[src/rtl/outerprodrc_drain_if.sv]
// Stream-side bundle of the accumulator drain: start/matrix in, clear pulse,
// element stream with indices, and busy/done status.
interface outerprodrc_drain_if #(
    parameter int ROWNUM      = 2,
    parameter int COLNUM      = 2,
    parameter int OUTBITWIDTH = 8
);
    localparam int RW = (ROWNUM > 1) ? $clog2(ROWNUM) : 1;
    localparam int CW = (COLNUM > 1) ? $clog2(COLNUM) : 1;

    logic                                  iStart;
    logic [ROWNUM*COLNUM*OUTBITWIDTH-1:0]  iData;
    logic                                  oClr;
    logic                                  oValid;
    logic                                  iReady;
    logic [OUTBITWIDTH-1:0]                oData;
    logic [RW-1:0]                         oRow;
    logic [CW-1:0]                         oCol;
    logic                                  oLast;
    logic                                  oBusy;
    logic                                  oDone;

    modport master (
        input  iStart, iData, iReady,
        output oClr, oValid, oData, oRow, oCol, oLast, oBusy, oDone
    );

    modport slave (
        output iStart, iData, iReady,
        input  oClr, oValid, oData, oRow, oCol, oLast, oBusy, oDone
    );
endinterface

[src/rtl/outerprodrc_drain.sv]
// Snapshots the accumulator matrix on start, clears the array, then streams the
// snapshot out row-major over valid/ready.
module outerprodrc_drain #(
    parameter int ROWNUM      = 2,
    parameter int COLNUM      = 2,
    parameter int OUTBITWIDTH = 8
) (
    input  logic                 iClk,
    input  logic                 iRstN,
    outerprodrc_drain_if.master  bus
);
    localparam int RW = (ROWNUM > 1) ? $clog2(ROWNUM) : 1;
    localparam int CW = (COLNUM > 1) ? $clog2(COLNUM) : 1;
    localparam logic [RW-1:0] ROW_MAX = RW'(ROWNUM - 1);
    localparam logic [CW-1:0] COL_MAX = CW'(COLNUM - 1);

    typedef enum logic [1:0] {IDLE, STREAM, DONE} state_t;

    state_t                 state;
    state_t                 state_next;
    logic [OUTBITWIDTH-1:0] shadow [ROWNUM][COLNUM];
    logic [RW-1:0]          row;
    logic [CW-1:0]          col;
    logic                   clr;
    logic                   start_acc;
    logic                   hs;
    logic                   at_last;

    assign start_acc = (state == IDLE) && bus.iStart;
    assign hs        = (state == STREAM) && bus.iReady;
    assign at_last   = (row == ROW_MAX) && (col == COL_MAX);

    always_ff @(posedge iClk or negedge iRstN) begin
        if (!iRstN) begin
            state <= IDLE;
        end else begin
            state <= state_next;
        end
    end

    always_comb begin
        state_next = state;
        case (state)
            IDLE:    if (bus.iStart) state_next = STREAM;
            STREAM:  if (bus.iReady && at_last) state_next = DONE;
            DONE:    state_next = IDLE;
            default: state_next = IDLE;
        endcase
    end

    // Shadow copy decouples the stream from the array, which keeps accumulating.
    always_ff @(posedge iClk or negedge iRstN) begin
        if (!iRstN) begin
            for (int r = 0; r < ROWNUM; r++)
                for (int c = 0; c < COLNUM; c++)
                    shadow[r][c] <= '0;
            row <= '0;
            col <= '0;
            clr <= 1'b0;
        end else begin
            clr <= start_acc;
            if (start_acc) begin
                for (int r = 0; r < ROWNUM; r++)
                    for (int c = 0; c < COLNUM; c++)
                        shadow[r][c] <= bus.iData[(r*COLNUM+c)*OUTBITWIDTH +: OUTBITWIDTH];
            end
            if (hs) begin
                if (col == COL_MAX) begin
                    col <= '0;
                    row <= (row == ROW_MAX) ? '0 : row + 1'b1;
                end else begin
                    col <= col + 1'b1;
                end
            end
        end
    end

    always_comb begin
        bus.oClr   = clr;
        bus.oValid = (state == STREAM);
        bus.oBusy  = (state == STREAM);
        bus.oDone  = (state == DONE);
        bus.oLast  = (state == STREAM) && at_last;
        bus.oRow   = row;
        bus.oCol   = col;
        bus.oData  = '0;
        if (state == STREAM) bus.oData = shadow[row][col];
    end
endmodule

[src/flat_wrapper.sv]
// flat-port wrapper written by rule: the top's interface ports become plain ports
module outerprodrc_drain_flat 
#(
    parameter int ROWNUM      = 2,
    parameter int COLNUM      = 2,
    parameter int OUTBITWIDTH = 8
)
  (iClk, iRstN, bus_iStart, bus_iData, bus_iReady, bus_oClr, bus_oValid, bus_oData, bus_oRow, bus_oCol, bus_oLast, bus_oBusy, bus_oDone);
  outerprodrc_drain_if #(.ROWNUM(ROWNUM), .COLNUM(COLNUM), .OUTBITWIDTH(OUTBITWIDTH)) bus_i ();
  input  logic iClk;
  input  logic iRstN;
  input wire logic [$bits(bus_i.iStart)-1:0] bus_iStart;
  input wire logic [$bits(bus_i.iData)-1:0] bus_iData;
  input wire logic [$bits(bus_i.iReady)-1:0] bus_iReady;
  output wire logic [$bits(bus_i.oClr)-1:0] bus_oClr;
  output wire logic [$bits(bus_i.oValid)-1:0] bus_oValid;
  output wire logic [$bits(bus_i.oData)-1:0] bus_oData;
  output wire logic [$bits(bus_i.oRow)-1:0] bus_oRow;
  output wire logic [$bits(bus_i.oCol)-1:0] bus_oCol;
  output wire logic [$bits(bus_i.oLast)-1:0] bus_oLast;
  output wire logic [$bits(bus_i.oBusy)-1:0] bus_oBusy;
  output wire logic [$bits(bus_i.oDone)-1:0] bus_oDone;
  assign bus_i.iStart = bus_iStart;
  assign bus_i.iData = bus_iData;
  assign bus_i.iReady = bus_iReady;
  assign bus_oClr = bus_i.oClr;
  assign bus_oValid = bus_i.oValid;
  assign bus_oData = bus_i.oData;
  assign bus_oRow = bus_i.oRow;
  assign bus_oCol = bus_i.oCol;
  assign bus_oLast = bus_i.oLast;
  assign bus_oBusy = bus_i.oBusy;
  assign bus_oDone = bus_i.oDone;
  outerprodrc_drain #(.ROWNUM(ROWNUM), .COLNUM(COLNUM), .OUTBITWIDTH(OUTBITWIDTH)) u_core (.iClk(iClk), .iRstN(iRstN), .bus(bus_i));
endmodule
[config.mk]
export PLATFORM = sky130hd
export DESIGN_NAME = outerprodrc_drain_flat
export DESIGN_NICKNAME = d
export VERILOG_FILES = /design/src/rtl/outerprodrc_drain_if.sv /design/src/rtl/outerprodrc_drain.sv /design/src/flat_wrapper.sv
export SDC_FILE = /design/constraint.sdc
export NUM_CORES = 1
export LEC_CHECK = 0
export CORE_MARGIN = 2
export CORE_UTILIZATION = 50
export DETAILED_ROUTE_END_ITERATION = 10
export PLACE_DENSITY = 0.85
export RECOVER_POWER = 100
export SLEW_MARGIN = 20
export SYNTH_ARGS = -nofsm -noshare
export SYNTH_HDL_FRONTEND = slang
export SYNTH_SLANG_ARGS = --single-unit
[constraint.sdc]
create_clock -name iClk -period 2.3 [get_ports iClk]
set_input_delay 0.345 -clock iClk [delete_from_list [all_inputs] [get_ports iClk]]
set_output_delay 0.345 -clock iClk [all_outputs]
set_load 0.005 [all_outputs]
==> key figures <==
STA
  • Actual slew at the worst max-slew pin: 1.932 ns
  • Fmax: 0.4494 GHz
  • WHS: 0.4978 ns
  • Setup tns final: 0 ns
  • Final WS setup: 0.07473 ns
  • Period utilization: 96.75%
  • Fin. max-slew vios: 38
  • Final Hold Viols: 0
  • Rel. slew slack: -28.78%
  • Finish-stage setup viols: 0
  • Min cycle time layout: 2.225 ns
  • Clock Skew: 0.006237 ns

Critical path
  • Critical path depth in cells: 3
  • Top delay family on crit path: buffers and inverters
  • Worst reg-to-reg setup slack: 0.29 ns
  • Worst Path Max Fanout: 7
  • Critical path type: register to output port
  • Reg2Reg Depth: 4
  • Worst EP arrival: 1.88 ns
  • Critical Path End: bus_oData[6]
  • CP Cell Sequence: or3b_4 > o22ai_1 > clkdlybuf4s50_1
  • CP bufs+invs: 1
  • R2r endpoint: u_core.shadow[27]$_DFFE_PN0P_
  • Slowest-stage cell, CP: clkdlybuf4s50_1
  • CP required: 1.96 ns
  • Setup crit start: u_core.state[1]$_DFFE_PN0P_
  • Critical Path Max Stage Delay: 0.53 ns
  • Kind of start point of the critical path: register
  • Worst setup EP type: output port
  • FF-to-FF Start: u_core.state[1]$_DFFE_PN0P_

Placed design
  • DP HPWL: 2400 µm
  • Dpl ws: 0.1794 ns
  • DP Cell Count: 207
  • Final GP Congestion: 0.7275
  • IO Port Bufs: 50
  • Post-DP Area: 0.002200 mm²

Logic synthesis
  • Post-Syn Nets: 152
  • Mapped Cells: 116
  • Ys async rst share: 100.0%
  • Top-area cell type share of the netlist area: 55.22%
  • Synth cell types: 19
  • #FFs+latches synth: 37
  • Top cell type by total area after synthesis: dfrtp_1
  • Largest cells by area after synthesis: dfrtp_1 55%, mux2_2 19%, mux2i_1 9.6%, o22ai_1 3.0%, buf_6 2.7%
  • Predominant post-synthesis flop cell: dfrtp_1
  • Synthesized area per cell: 14.45 µm²
  • Ys Warns: 0
  • EDFF count, synth: 0
  • Sequential share of the synthesized area: 55.22%
  • Netlist Area Pre-Place: 0.001677 mm²

Global routing
  • Largest net degree at the start of global routing: 38
  • Number of global-route vias before repair: 1165
  • Total gr overflow: 0
  • First-pass GRT wire length: 5299 µm
  • Gr usage total: 19.78%
  • Initial antenna violation count: 0

Routing
  • WL final: 3519 µm
  • DR WL met3: 222 µm
  • Met2 wire len: 1864 µm
  • Remaining antenna violation count after routing: 0
  • DR iter-0 viols: 33
  • Uppermost layer routed: met4
  • DRC viols: 0
  • WL/cell: 15.92 µm
  • Router iterations before antenna repair: 4
  • Wire length on met1: 1395 µm
  • DR vias: 1173
  • Mean number of vias per cell: 5.308

CTS
  • Clock buffer count from CTS: 5
  • Worst-Skew Late Latency: 0.33 ns
  • Clock-pin slew on the worst setup and hold paths: 0.10 ns
  • Clock Sinks: 37
  • Root buffer cell: clkbuf_4
  • Max Root-Sink Buffers: 2
  • CTS tree: done
  • # H-tree levels: 2

Final layout
  • Final core occ: 71.31%
  • P&R area growth vs syn: 39.70%
  • Commonest non-fill, non-tap cells in the layout: 41 x clkdlybuf4s50_1, 36 x dfrtp_1, 29 x mux2_2
  • Antenna fix cells: 0
  • Fin cells: 221
  • Nets: 210
  • Design area: 0.002342 mm²
  • Most common cell after layout, fill and taps aside: clkdlybuf4s50_1
  • Layout cell share with drive strength beyond 1: 29.71%
  • Layout fillers: 244

Pwr
  • Peak VDD IR: 644.7 µV
  • PnR Total Power: 3.184 mW
  • Power per cell area: 1360 mW/mm²
  • Leak: 1.022 nW

Die
  • Die Ht: 61.91 µm
  • Initial Util: 51.05%
  • Die W: 61.91 µm
  • Rows: 21
  • Core Footprint: 0.003284 mm²
  • Boundary Pins: 51
  • Die area: 0.003832 mm²

Status
  • Failing checks: max-capacitance violations, max-slew violations
  • Status: finished, violations left

Min path
  • Hold wc startpoint: u_core.shadow[26]$_DFFE_PN0P_
  • Worst hold path type: register to register

Job
  • Max-cap viol count: 1
## cells in the mapped netlist, types with 2 or more instances
library cell	count
buf_2	4
o22ai_1	8
nand3b_1	2
buf_6	4
mux2_1	3
dfrtp_1	37
mux2_2	29
xnor2_1	2
mux2i_1	16
nor2b_1	2
## how the worst min path moves through the flow
stage	cells after the start	to
after floorplan	0	u_core.bus.oClr$_DFF_PN0_
after global placement	1	u_core.shadow[26]$_DFFE_PN0P_
after detailed placement	1	u_core.shadow[26]$_DFFE_PN0P_
after CTS	1	u_core.shadow[28]$_DFFE_PN0P_
after global routing	1	u_core.shadow[16]$_DFFE_PN0P_
final	1	u_core.shadow[26]$_DFFE_PN0P_
## flip-flops by register name (all words and copies together), names as in the netlist
name             count
u_core.bus.oClr      1
u_core.bus.oCol      1
u_core.bus.oRow      1
u_core.shadow       32
u_core.state         2
## layout make-up
type                    count  area (µm²)  share of cell area, %
clock buffers               7       55.05                  2.350
multi-input cells          70       701.9                  29.97
clock inverters             1       30.03                  1.282
flip-flops and latches     37       927.1                  39.58
repair buffers             60       570.5                  24.36
well taps                  46       57.56                  2.457
## cells by family (layout without fill, tap and decap cells)
kind of cell	Yosys count	count (layout)	synth area share, %
multiplexers	48	48	31.04
flip-flops	37	37	55.22
buffers and inverters	9	68	4.328
AO/OA/AOI/OAI	9	9	3.433
XOR/XNOR	2	2	1.045
AND/OR/NAND/NOR	11	11	4.925
## routing by layer
layer	global-route usage, %	up-vias
met5	0	-
met4	6.383	0
met3	6.004	4
met2	32.18	50
met1	25.44	582
li1	-	537
## worst register-to-register path: cells and delay by family (launching register included)
family,cells,cell delay (ns)
flops,1,0.44
mux,1,0.42
simple gates,1,0.20
buf+inv,2,0.84
## report_power, final
group / switching [mW] / leakage, nW / internal, mW
registers: 0.162 / 0.436 / 0.976
logic: 0.627 / 0.541 / 0.953
clock network: 0.207 / 0.0455 / 0.260
## timing repair
| action | in CTS | in global routing |
|---|---|---|
| resized for setup | 3 | 8 |
| buffers inserted | 3 | 3 |
| hold buffers | 0 | 0 |
| pin swaps | 1 | 1 |
| setup endpoints to repair | 8 | 8 |
Power figures use the tool's default switching activity.
